**src/rtl/hazard_ctrl.sv**
```systemverilog
// Pipeline hazard controller for the 5-stage RV32 core: execute-stage forwarding selects,
// per-stage stall/flush controls with mem-wait and mul/div freeze states, and a stall counter.
module hazard_ctrl #(
  parameter int unsigned RA_W  = 5,
  parameter int unsigned CNT_W = 16
) (
  input  logic             clk_i,
  input  logic             rst_ni,
  input  logic [RA_W-1:0]  rs1_addr_dec_i,
  input  logic [RA_W-1:0]  rs2_addr_dec_i,
  input  logic [RA_W-1:0]  rs1_addr_ex_i,
  input  logic [RA_W-1:0]  rs2_addr_ex_i,
  input  logic [RA_W-1:0]  rd_addr_ex_i,
  input  logic             load_ex_i,
  input  logic [RA_W-1:0]  rd_addr_mem_i,
  input  logic             rd_write_mem_i,
  input  logic [RA_W-1:0]  rd_addr_wb_i,
  input  logic             rd_write_wb_i,
  input  logic             taken_ex_i,
  input  logic             md_busy_ex_i,
  input  logic             md_done_i,
  input  logic             dmem_req_mem_i,
  input  logic             dmem_ready_i,
  input  logic             perf_clr_i,
  output logic [1:0]       fwd_src1_o,
  output logic [1:0]       fwd_src2_o,
  output logic             pc_stall_o,
  output logic             fe_stall_o,
  output logic             dec_stall_o,
  output logic             ex_stall_o,
  output logic             flush_fe_o,
  output logic             flush_dec_o,
  output logic             flush_ex_o,
  output logic [CNT_W-1:0] stall_cnt_o
);

  typedef enum logic [1:0] {StRun, StMemWait, StMdWait} state_e;

  state_e             state_q, state_d;
  logic [CNT_W-1:0]   cnt_q, cnt_d;
  logic               pc_stall, fe_stall, dec_stall, ex_stall;
  logic               flush_fe, flush_dec, flush_ex;
  logic               mem_wait, md_wait, load_use;

  // x0 is hardwired to zero, so a write to it never produces forwardable data.
  function automatic logic [1:0] fwd_sel(input logic [RA_W-1:0] rs,
                                         input logic [RA_W-1:0] rd_mem, input logic wr_mem,
                                         input logic [RA_W-1:0] rd_wb, input logic wr_wb);
    if (wr_mem && (rd_mem != '0) && (rd_mem == rs)) begin
      return 2'b01;
    end else if (wr_wb && (rd_wb != '0) && (rd_wb == rs)) begin
      return 2'b10;
    end
    return 2'b00;
  endfunction

  assign fwd_src1_o = rst_ni ? fwd_sel(rs1_addr_ex_i, rd_addr_mem_i, rd_write_mem_i,
                                       rd_addr_wb_i, rd_write_wb_i) : 2'b00;
  assign fwd_src2_o = rst_ni ? fwd_sel(rs2_addr_ex_i, rd_addr_mem_i, rd_write_mem_i,
                                       rd_addr_wb_i, rd_write_wb_i) : 2'b00;

  assign md_wait  = md_busy_ex_i & ~md_done_i;
  assign load_use = load_ex_i & (rd_addr_ex_i != '0) &
                    ((rd_addr_ex_i == rs1_addr_dec_i) | (rd_addr_ex_i == rs2_addr_dec_i));
  // Once waiting on memory only dmem_ready matters; the request is assumed held.
  assign mem_wait = (state_q == StMemWait) ? ~dmem_ready_i : (dmem_req_mem_i & ~dmem_ready_i);

  always_comb begin
    state_d   = state_q;
    pc_stall  = 1'b0;
    fe_stall  = 1'b0;
    dec_stall = 1'b0;
    ex_stall  = 1'b0;
    flush_fe  = 1'b0;
    flush_dec = 1'b0;
    flush_ex  = 1'b0;
    case (state_q)
      StRun, StMemWait: begin
        state_d = StRun;
        if (mem_wait) begin
          {pc_stall, fe_stall, dec_stall, ex_stall} = 4'b1111;
          state_d = StMemWait;
        end else if (md_wait) begin
          {pc_stall, fe_stall, dec_stall, ex_stall} = 4'b1111;
          flush_ex = 1'b1;
          state_d  = StMdWait;
        end else if (taken_ex_i) begin
          flush_fe  = 1'b1;
          flush_dec = 1'b1;
        end else if (load_use) begin
          pc_stall  = 1'b1;
          fe_stall  = 1'b1;
          flush_dec = 1'b1;
        end
      end
      StMdWait: begin
        // Execute holds the mul/div, so branch and load-use cannot apply here.
        if (!md_done_i) begin
          {pc_stall, fe_stall, dec_stall, ex_stall} = 4'b1111;
          flush_ex = 1'b1;
        end else begin
          state_d = StRun;
        end
      end
      default: state_d = StRun;
    endcase
  end

  assign pc_stall_o  = rst_ni & pc_stall;
  assign fe_stall_o  = rst_ni & fe_stall;
  assign dec_stall_o = rst_ni & dec_stall;
  assign ex_stall_o  = rst_ni & ex_stall;
  assign flush_fe_o  = rst_ni & flush_fe;
  assign flush_dec_o = rst_ni & flush_dec;
  assign flush_ex_o  = rst_ni & flush_ex;

  always_comb begin
    cnt_d = cnt_q;
    if (perf_clr_i) begin
      cnt_d = '0;
    end else if (pc_stall && (cnt_q != '1)) begin
      cnt_d = cnt_q + CNT_W'(1);
    end
  end

  assign stall_cnt_o = cnt_q;

  always_ff @(posedge clk_i or negedge rst_ni) begin
    if (!rst_ni) begin
      state_q <= StRun;
      cnt_q   <= '0;
    end else begin
      state_q <= state_d;
      cnt_q   <= cnt_d;
    end
  end

endmodule

```
**config.mk**
```make
export PLATFORM = sky130hd
export DESIGN_NAME = hazard_ctrl
export DESIGN_NICKNAME = d
export VERILOG_FILES = /design/src/rtl/hazard_ctrl.sv
export SDC_FILE = /design/constraint.sdc
export NUM_CORES = 1
export LEC_CHECK = 0
export BUFFER_PORTS_ARGS = -buffer_cell sky130_fd_sc_hd__buf_2
export CAP_MARGIN = 5
export CORE_MARGIN = 1.5
export CORE_UTILIZATION = 46
export CTS_CLUSTER_DIAMETER = 100
export DETAILED_ROUTE_END_ITERATION = 6
export GPL_ROUTABILITY_DRIVEN = 0
export PLACE_DENSITY = 0.91
export SETUP_SLACK_MARGIN = 0.05
export SKIP_LAST_GASP = 1
export SYNTH_ARGS = -nofsm -noshare
export SYNTH_HDL_FRONTEND = slang
export SYNTH_SLANG_ARGS = --single-unit
```
**constraint.sdc**
```tcl
create_clock -name clk_i -period 2.2 [get_ports clk_i]
set_input_delay 0.33 -clock clk_i [delete_from_list [all_inputs] [get_ports clk_i]]
set_output_delay 0.33 -clock clk_i [all_outputs]
set_load 0.02 [all_outputs]
```
==> After elaboration in Yosys (flattened, before gate mapping) <==
Index checks and enable logic that the tools add are counted.
Widths: inputs -> output; s select.
{ "op_classes": {"reduce_logical": 13, "eq_ne": 10, "n_addsub": 1, "bitwise_logic": 12, "mux": 38} }
{ "ops": {"columns": ["operator", "n"], "rows": [
  ["$mux 16", 2],
  ["$eq 5x5->1", 6],
  ["$mux 2", 11],
  ["$mux 1", 21],
  ["$add 16x1->16 const B", 1],
  ["$ne 16x16->1 const B", 1],
  ["$reduce_bool 5->1", 3],
  ["$and 1x1->1", 9],
  ["$logic_and 1x1->1", 7],
  ["$pmux 1 s2", 3],
  ["$pmux 2 s2", 1],
  ["$eq 2x1->1 const B", 1],
  ["$eq 2x2->1 const B", 1],
  ["$logic_not 2->1", 1],
  ["$ne 2x2->1 const B", 1],
  ["$not 1->1", 2],
  ["$reduce_bool 2->1", 1],
  ["$reduce_or 2->1", 1],
  ["$or 1x1->1", 1]
]} }
{ "totals": {"output_inout_bits": 27, "elab_cells": 76, "in_bits": 46, "ff_bits": 18} }

==> Logic depth before layout (Yosys ltp) <==
Gate-level depths: netlist (run 1).
{ "depth": {"ltp_word": 11, "depth_mapped": 9, "mapped_depth_nobuf": 6} }

==> Worst setup path after synthesis (run 1) <==
OpenSTA, ideal clock, no wires.
{ "synth_timing": {"path_kind": "input -> output", "from": "input port rd_addr_mem_i[1]", "to": "output port fwd_src1_o[1]", "arrival_ns": 1.799, "t_required_ns": 1.870, "cell_stages": 4, "slack_ns": 0.071, "n_path_buf": 0, "path_cell_list": "or4_1 > o21ai_1 > nor4_1 > nor4_1"} }
{ "synth_via": {"elab_chain_cells": 6, "word_cells_on_any_way": 8, "classes_between": "eq/ne (1); mux (4); reduce/logical (3)"} }
{ "synth_lines": {"columns": ["item", "line", "text"], "rows": [
  ["start: declaration", "15", "input logic [RA_W-1:0] rd_addr_mem_i,"],
  ["$reduce_bool 5->1", "49", "if (wr_mem && (rd_mem != '0) && (rd_mem == rs)) begin"],
  ["$logic_and 1x1->1", "49", null],
  ["$logic_and 1x1->1 (*)", "49", null],
  ["$mux 2 or $mux 1 (tied branches)", "49", null],
  ["$mux 2 (*)", "54", "return 2'b00;"],
  ["$mux 2 (*)", "57", "assign fwd_src1_o = rst_ni ? fwd_sel(rs1_addr_ex_i, rd_addr_mem_i, rd_write_mem_i,"],
  ["end: declaration", "25", "output logic [1:0] fwd_src1_o,"]
]} }
Every way passes the cells marked *; elsewhere a longest branch is shown, timed or not.

==> Final worst setup path (run 1) <==
Same ends and word-level chain as after synthesis.

==> flow_summary.ini, run 1 <==
[final_layout]
layout_commonest_cell = buf_2
drive_gt1_share_pct = 39.3
mostFrequentLayoutCells = 72 x buf_2, 18 x dfrtp_1, 16 x xnor2_1, 15 x xor2_1, 15 x a21oi_1
antenna_cells = 0
nNetsFinal = 293
fillers = 281
syn_to_final_growth_pct = 29.5

[timing]
tns_ns = 0
fmax_mhz = 479
skew_ns = 0.00375
maxSlewHeadroom_pct = 71.0
rsz0062_at_grt = no
finalHoldViolations = 0
setup_viol = 0
min_period_ns = 2.09
drv_slew = 0
min_period_over_period_pct = 94.9
worst_pin_slew_ns = 0.431
hold_ws_ns = 0.0404

[global_routing]
use_met1_pct = 20.0
grt_util_met3_pct = 4.76
grt-ovfl-total = 0
grt_max_degree = 22
grt.busiest_layer = met2
grt_pass1_wl_mm = 5.52
grt_use_total_pct = 20.3
antenna_found_initial = 0
use_met2_pct = 39.8
grt_pass1_vias = 1391

[setup_path]
crit_path_start = rd_addr_mem_i[1]
worstPathArrival_ns = 1.76
crit_family = simple AND/OR/NAND/NOR gates
critPathSlowestCell = or4_1
crit_type = input pin to output port
crit_end = fwd_src1_o[1]
r2r_end = stall_cnt_o[5]
reg2reg_slack_ns = 0.17
crit-reg2reg-launch = stall_cnt_o[3]
start_kind = input pin
rr_worst_depth = 7
path_depth = 6
path_max_fanout = 3
critPathRequiredTime_ns = 1.87
path_cells = buf_2, or4_1, o21ai_2, nor4_1, nor4_1, buf_2
cp_num_buf_inv = 2
max_stage_delay_ns = 0.54
cp-end-kind = output port

[cts]
cts_hold_buf = 0
htree_num_levels = 1
insertion_delay_ns = 0.29
clk_path_buf_depth = 2
cts-buffers-inserted = 3
cts_num_sinks = 18
root_buffer = clkbuf_4
clkTransAtPathRegs_ns = 0.10
cts_tree = yes

[die]
core_mm2 = 0.00305
chipHeight_um = 59.8
row_count = 20
start_util_pct = 48.7
die_w_um = 59.8
die_area_mm2 = 0.00358
num_io_pins = 73

[route]
vias_per_cell = 5.27
drt_iter0_markers = 28
first_pass_iters = 4
drc = 0
ant_nets = 0
detail_route.wirelength_mm = 3.59
wl_per_cell_um = 12.5
vias = 1519

[synthesis]
synth-seq-area-share_pct = 30.3
synth_cell_types = 41
syn_avg_cell_area_um2 = 8.69
syn_area_mm2 = 0.00149
synth-seq-cells = 18
ys_warn_count = 0
synth_nets = 218
synthCells = 171

[power]
power_switching_w = 0.000261
internal-power_w = 0.000529
p_leak_nw = 0.872
power.density_mw_per_mm2 = 410
p_comb_share_pct = 34.9
pwr-share-seq_pct = 44.4
swShare_pct = 33.0
p_clk_share_pct = 20.7
vdd_drop_max_mv = 0.154

[placed_design]
hpwl_mm = 2.95
portBuffers = 72

[run]
maxCapViolCount = 0

[run_status]
status = finished, final reports clean

[worst_hold_path]
hold_class = input pin to async pin
==> power by group through the flow <==
stage | clock [W] | combinational [W] | sequential, W
2_1_floorplan | 0 | 0.000158 | 0.000368
3_3_place_gp | 0 | 0.000261 | 0.000357
3_5_place_dp | 0 | 0.000267 | 0.000359
4_1_cts | 0.000168 | 0.000268 | 0.000352
5_1_grt | 0.000185 | 0.000304 | 0.000352
6_report | 0.000164 | 0.000276 | 0.000350
==> repair_timing <==
action | in CTS | in global routing
resized for setup | 0 | 5
endpoints found under the setup margin | 0 | 14
setup buffers | 0 | 1
==> routing by layer <==
layer | up-vias | wire length, um
met3 | 4 | 232
met5 | - | 0
met4 | 0 | 36
met1 | 699 | 1430
met2 | 54 | 1890
li1 | 762 | -
==> through the flow <==
step | worst slack [ns] | power [W] | area, um2 | cells | utilization (%)
after floorplan | 0.0709 | 0.000526 | 1490 | 171 | -
after detailed placement | 0.0803 | 0.000625 | 1870 | 284 | 61.2
after CTS | 0.0607 | 0.000787 | 1890 | 287 | 61.9
after global routing | 0.0703 | 0.000841 | 1920 | 288 | 63.0
after global placement | 0.131 | 0.000618 | 1870 | 284 | 61.2
final | 0.113 | 0.000790 | 1920 | 288 | 63.0
==> worst min-delay path by stage <==
| stage | startpoint | end | slack, ns | depth (start not counted) |
|---|---|---|---|---|
| final | rst_ni | stall_cnt_o[7] | 0.04 | 2 |
| after global routing | rst_ni | stall_cnt_o[7] | 0.05 | 2 |
| after CTS | rst_ni | stall_cnt_o[7] | 0.05 | 2 |
| after detailed placement | rst_ni | stall_cnt_o[14] | 0.37 | 2 |
| after global placement | rst_ni | stall_cnt_o[14] | 0.37 | 2 |
| after floorplan | rst_ni | stall_cnt_o[0] | 0.03 | 0 |
==> final cells by class <==
| cell class | instances | area (um2) | area share, % |
|---|---|---|---|
| clock buffers | 3 | 22.5 | 1.17 |
| inverters | 3 | 11.3 | 0.585 |
| multi-input cells | 142 | 980 | 50.9 |
| flip-flops and latches | 18 | 450 | 23.4 |
| well taps | 44 | 55.1 | 2.86 |
| repair buffers | 78 | 405 | 21.1 |
==> synthesized netlist by cell type <==
cell type  instances  area share (%)
or3_1             14             5.9
and4_4             1            0.76
buf_1              1            0.25
mux2i_1            1            0.67
or4_1              5             2.5
nand2_1            9             2.3
o31ai_1            1            0.51
o21a_1             1            0.51
and2_1             4             1.7
nand2_2            1            0.42
o21ba_2            1            0.67
buf_4              2             1.0
nand4_1            1            0.42
a31oi_1            1            0.42
o21ai_1           10             3.4
and3_4             1            0.76
nand3_1           12             4.0
a31oi_4            1             1.4
nand3_2            1            0.67
a31oi_2            1            0.84
o21ai_0            6             2.0
o22ai_4            1             1.3
nor2b_1            2            0.84
nor2_1             7             1.8
mux2_2             1            0.76
inv_1              3            0.76
buf_6              3             2.3
and3_2             1            0.51
o211ai_1           1            0.51
nor4_1             5             2.1
buf_8              1             1.0
o21ai_2            1            0.59
nor3_1             1            0.34
o21bai_1           1            0.51
and3_1             2            0.84
a21oi_1           15             5.1
xnor2_1           16             9.4
dfrtp_1           18              30
ha_1               1            0.84
clkbuf_1           1            0.25
xor2_1            15             8.8
==> flip-flops by register name, summed over array words and instances, names as in the netlist <==
register,cells
state_q,2
stall_cnt_o,16
==> cell families (layout without fill, tap and decap cells) <==
| group | after synthesis | in the layout | synth area share, % |
|---|---|---|---|
| multiplexers | 2 | 2 | 1.43 |
| AND/OR/NAND/NOR | 67 | 67 | 25.8 |
| flip-flops | 18 | 18 | 30.3 |
| AO/OA/AOI/OAI | 41 | 41 | 17.8 |
| adder cells (fa/ha/maj) | 1 | 1 | 0.842 |
| XOR/XNOR | 31 | 31 | 18.3 |
| buffers and inverters | 11 | 84 | 5.55 |
Note: power is estimated with default switching activity, not from simulation.
==> run 2, diff against run 1 <==
--- a/config.mk
+++ b/config.mk
@@ -6,13 +6,15 @@
 export NUM_CORES = 1
 export LEC_CHECK = 0
 export BUFFER_PORTS_ARGS = -buffer_cell sky130_fd_sc_hd__buf_2
-export CAP_MARGIN = 5
+export CELL_PAD_IN_SITES_DETAIL_PLACEMENT = 1
+export CELL_PAD_IN_SITES_GLOBAL_PLACEMENT = 2
 export CORE_MARGIN = 1.5
-export CORE_UTILIZATION = 46
+export CORE_UTILIZATION = 25
 export CTS_CLUSTER_DIAMETER = 100
 export DETAILED_ROUTE_END_ITERATION = 6
 export GPL_ROUTABILITY_DRIVEN = 0
-export PLACE_DENSITY = 0.91
+export PLACE_DENSITY = 0.9
+export REMOVE_ABC_BUFFERS = 1
 export SETUP_SLACK_MARGIN = 0.05
 export SKIP_LAST_GASP = 1
 export SYNTH_ARGS = -nofsm -noshare
==> run 2 against run 1 <==
Effect of this change:
- combinational power fell by 3%
- total power is 14% higher
- critical path depth unchanged
- clock skew decreased by 0.0024 ns
- core utilization shrank 28 points
- maximum frequency rose by 2.6%
==> flow_summary.ini, run 2 (same netlist as run 1, synthesis figures left out) <==
[placed_design]
hpwl_mm = 3.44
dpl_cell_area_mm2 = 0.00190
portBuffers = 72

[final_layout]
layout_commonest_cell = buf_2
mostFrequentLayoutCells = 72 x buf_2, 17 x dfrtp_1, 16 x xnor2_1, 15 x xor2_1, 15 x a21oi_1
design_area_mm2 = 0.00199
antenna_cells = 0
nNetsFinal = 291
drive_gt1_share_pct = 38.7
largest_reg_flops = 16
syn_to_final_growth_pct = 33.7

[timing]
maxSlewHeadroom_pct = 71.3
setup_viol = 0
fmax_mhz = 491
min_period_ns = 2.03
drv_slew = 0
tns_ns = 0
finalHoldViolations = 0
rsz0062_at_grt = no
hold_ws_ns = 0.0540
skew_ns = 0.00138
worst_pin_slew_ns = 0.427
min_period_over_period_pct = 92.5

[cts]
cts-buffers-inserted = 3
clkTransAtPathRegs_ns = 0.07
cts_num_sinks = 18
cts_setup_buffers = 0
insertion_delay_ns = 0.25
cts_tree = yes
root_buffer = clkbuf_8
htree_num_levels = 1
clk_path_buf_depth = 2

[die]
die_area_mm2 = 0.00642
chipHeight_um = 80.1
die_w_um = 80.1
row_count = 27
start_util_pct = 26.5
num_io_pins = 73
core_mm2 = 0.00561

[power]
vdd_drop_max_mv = 0.248
p_comb_share_pct = 29.9
power_switching_w = 0.000279
p_leak_nw = 0.881
swShare_pct = 31.0
internal-power_w = 0.000619
power.density_mw_per_mm2 = 452
p_clk_share_pct = 30.5
power_w = 0.000898
pwr-share-seq_pct = 39.6

[setup_path]
critPathRequiredTime_ns = 1.87
path_max_fanout = 3
cp-end-kind = output port
crit_type = input pin to output port
start_kind = input pin
worstPathArrival_ns = 1.70

[route]
drc = 0
met3WireLength_um = 262
wl_per_cell_um = 13.4
wl_met2_mm = 2.05
first_pass_iters = 4
vias_per_cell = 4.82
highest_layer = met4
vias = 1517
m1WireLength_mm = 1.86
ant_nets = 0
drt_iter0_markers = 43
detail_route.wirelength_mm = 4.23

[worst_hold_path]
hold_class = input pin to async pin

[global_routing]
grt_max_degree = 31
antenna_found_initial = 0
grt_use_total_pct = 14.3
grt_pass1_wl_mm = 7.19
grt_pass1_vias = 1598
grt-ovfl-total = 0

[run_status]
status = finished, final reports clean

[run]
maxCapViolCount = 0
run 2: power by group through the flow:
stage / Clock, W / Sequential, W / Combinational [W]
floorplan: 0 / 0.000368 / 0.000130
global placement: 0 / 0.000361 / 0.000261
detailed placement: 0 / 0.000361 / 0.000269
CTS: 0.000291 / 0.000355 / 0.000272
global route: 0.000299 / 0.000359 / 0.000297
finish: 0.000274 / 0.000355 / 0.000269
run 2: metal layers:
metal | up-vias | track usage, %
li1 | 758 | -
met4 | 0 | 4.66
met5 | - | 0
met1 | 706 | 16.8
met2 | 49 | 26.1
met3 | 4 | 2.50
run 2: path summary, 6_finish.rpt:
path	from	slack, ns	end	cells after the start
setup / recovery	rd_addr_mem_i[1]	0.17	fwd_src1_o[1]	6
hold / removal	rst_ni	0.05	stall_cnt_o[1]	2
setup reg to reg	stall_cnt_o[0]	0.20	stall_cnt_o[12]	7
hold reg to reg	state_q[1]	0.55	state_q[0]	1
max in group asynchronous	rst_ni	1.50	state_q[0]	3
min in group clk_i	md_done_i	0.26	state_q[1]	2
run 2: final cells by class:
type                       instances  area (um2)
fill                             723        3620
multi-input combinational        142         973
sequential                        18         452
timing repair buffer              76         405
tap                               72        90.1
clock buffer                       4        55.1
inverter                           3        11.3
run 2: timing repair:
| item | 4_1_cts | 5_1_grt |
|---|---|---|
| gates resized for setup | 0 | 5 |
| hold buffers | 1 | 0 |
| endpoints found under the setup margin | 0 | 7 |
| hold endpoints to repair | 2 | 0 |
run 2: worst max-delay path: stages:
cell	delay, ns
buf_2	0.12
or4_1	0.53
o21ai_2	0.15
nor4_1	0.08
nor4_1	0.27
buf_2	0.21
run 2: stage by stage:
stage                     worst slack, ns  utilization, %  instances
after global routing               0.0528            35.4        315
final                               0.165            35.4        315
after global placement              0.115            33.9        310
after floorplan                    0.0709               -        163
after detailed placement            0.134            33.9        310
after CTS                           0.125            35.1        315
==> run 3, diff against run 2 <==
==> constraint.sdc (replaced) <==
create_clock -name clk_i -period 1.9 [get_ports clk_i]
set_input_delay 0.285 -clock clk_i [delete_from_list [all_inputs] [get_ports clk_i]]
set_output_delay 0.285 -clock clk_i [all_outputs]
set_load 0.02 [all_outputs]
==> run 3 against run 2 <==
Effect of this change:
- the run now ends with setup timing left
- critical path depth stayed put
- worst setup slack worse by 0.19 ns
- via count is 15% higher
- core utilization is 12 points higher
- wire length is 28% higher
- sequential power is 14% higher
- highest routed layer unchanged
==> flow_summary.ini, run 3 (same netlist as run 1, synthesis figures left out) <==
[power]
vdd_drop_max_mv = 0.220
power.density_mw_per_mm2 = 477
power_w = 0.00126
p_leak_nw = 1.19

[setup_path]
start_kind = input pin
reg2reg_slack_ns = -0.01
path_max_fanout = 2
critPathRequiredTime_ns = 1.62
rr_worst_depth = 8
r2r_end = stall_cnt_o[13]
crit-reg2reg-launch = stall_cnt_o[0]
cp-end-kind = output port
worstPathArrival_ns = 1.64
crit_type = input pin to output port

[route]
vias = 1745
drc = 0
wl_per_cell_um = 15.2
ant_nets = 0
drt_iter0_markers = 69
first_pass_iters = 2
vias_per_cell = 4.90
detail_route.wirelength_mm = 5.40

[final_layout]
largest_reg_flops = 16
syn_to_final_growth_pct = 77.4
drive_gt1_share_pct = 57.0
mostFrequentLayoutCells = 61 x buf_2, 42 x buf_4, 18 x dfrtp_1, 14 x xnor2_1, 14 x xor2_1
nNetsFinal = 332
antenna_cells = 0
design_area_mm2 = 0.00264
layout_commonest_cell = buf_2

[placed_design]
hpwl_mm = 3.74
dpl_cell_area_mm2 = 0.00207
portBuffers = 72

[cts]
cts-buffers-inserted = 3
clkTransAtPathRegs_ns = 0.07
root_buffer = clkbuf_8
clk_path_buf_depth = 2
htree_num_levels = 1
cts_num_sinks = 18
cts_tree = yes
insertion_delay_ns = 0.26

[die]
num_io_pins = 73
start_util_pct = 26.5
core_mm2 = 0.00561
chipHeight_um = 80.1
die_area_mm2 = 0.00642
row_count = 27
die_w_um = 80.1

[timing]
skew_ns = 0.00243
fin_ws_ns = -0.0239
tns_ns = -0.0497
finalHoldViolations = 0
min_period_ns = 1.92
rsz0062_at_grt = yes
worst_pin_slew_ns = 0.383
drv_slew = 0
fmax_mhz = 520
setup_viol = 5
maxSlewHeadroom_pct = 74.5
min_period_over_period_pct = 101

[global_routing]
grt_pass1_wl_mm = 8.80
grt-ovfl-total = 0
grt_use_total_pct = 17.7
antenna_found_initial = 0
grt_pass1_vias = 1872
grt_max_degree = 17

[run_status]
violations = setup timing
status = finished with violations

[worst_hold_path]
hold_class = input pin to async pin

[run]
maxCapViolCount = 0
[run 3: routing by layer]
layer / share of wire [%] / GRT usage [%] / wire length, um / vias up
li1: - / - / - / 841
met1: 40 / 20.3 / 2180 / 849
met2: 53 / 33.0 / 2860 / 50
met3: 5.6 / 3.52 / 300 / 5
met4: 0.98 / 4.66 / 53 / 0
met5: 0 / 0 / 0 / -
[run 3: worst max-delay path by stage]
stage	startpoint	end	slack [ns]	cells past startpoint
finish	rd_addr_wb_i[3]	fwd_src1_o[1]	-0.02	6
global route	stall_cnt_o[9]	stall_cnt_o[1]	-0.1	8
CTS	rd_addr_wb_i[3]	fwd_src1_o[1]	-0.04	6
detailed placement	rd_addr_mem_i[1]	fwd_src2_o[1]	-0.10	6
global placement	rd_addr_mem_i[1]	fwd_src1_o[1]	-0.05	6
floorplan	rd_addr_mem_i[1]	fwd_src1_o[1]	-0.14	4
[run 3: what timing repair did]
action                                  4_1_cts  5_1_grt
gates resized for setup                      37       24
hold endpoints to repair                      2        0
endpoints found under the setup margin       25       27
pin swaps                                    39       11
buffers inserted                             13        3
cloned                                        2        1
hold buffers                                  1        0
[run 3: area by class of cell]
| class | count | area [um2] |
|---|---|---|
| Timing Repair Buffer | 117 | 861 |
| Clock buffer | 4 | 55.1 |
| Fill cell | 688 | 2970 |
| Sequential cell | 18 | 450 |
| Inverter | 3 | 11.3 |
| Tap cell | 72 | 90.1 |
| Multi-Input combinational cell | 142 | 1170 |
[run 3: through the flow]
stage | setup WS [ns] | hold slack, ns | cells | util, %
floorplan | -0.139 | -0.0106 | 163 | -
global placement | -0.0492 | 0.233 | 332 | 36.8
detailed placement | -0.100 | 0.231 | 332 | 36.8
CTS | -0.0391 | 0.0163 | 352 | 43.9
global route | -0.0984 | 0.0137 | 356 | 47.0
finish | -0.0239 | 0.0160 | 356 | 47.0
[run 3: power by group]
| group | switching, W | internal, W | total, W | leakage, nW |
|---|---|---|---|---|
| combinational | 0.000247 | 0.000278 | 0.000525 | 0.915 |
| sequential | 0.0000116 | 0.000395 | 0.000406 | 0.248 |
| clock | 0.000142 | 0.000185 | 0.000327 | 0.0288 |
| total | 0.000401 | 0.000858 | 0.00126 | 1.19 |
[run 3: worst max-delay path, stage by stage]
cell and delay (ns):
buf_6 0.09, buf_6 0.11, xor2_1 0.15, or4_4 0.53, nor4_2 0.27, buf_2 0.21
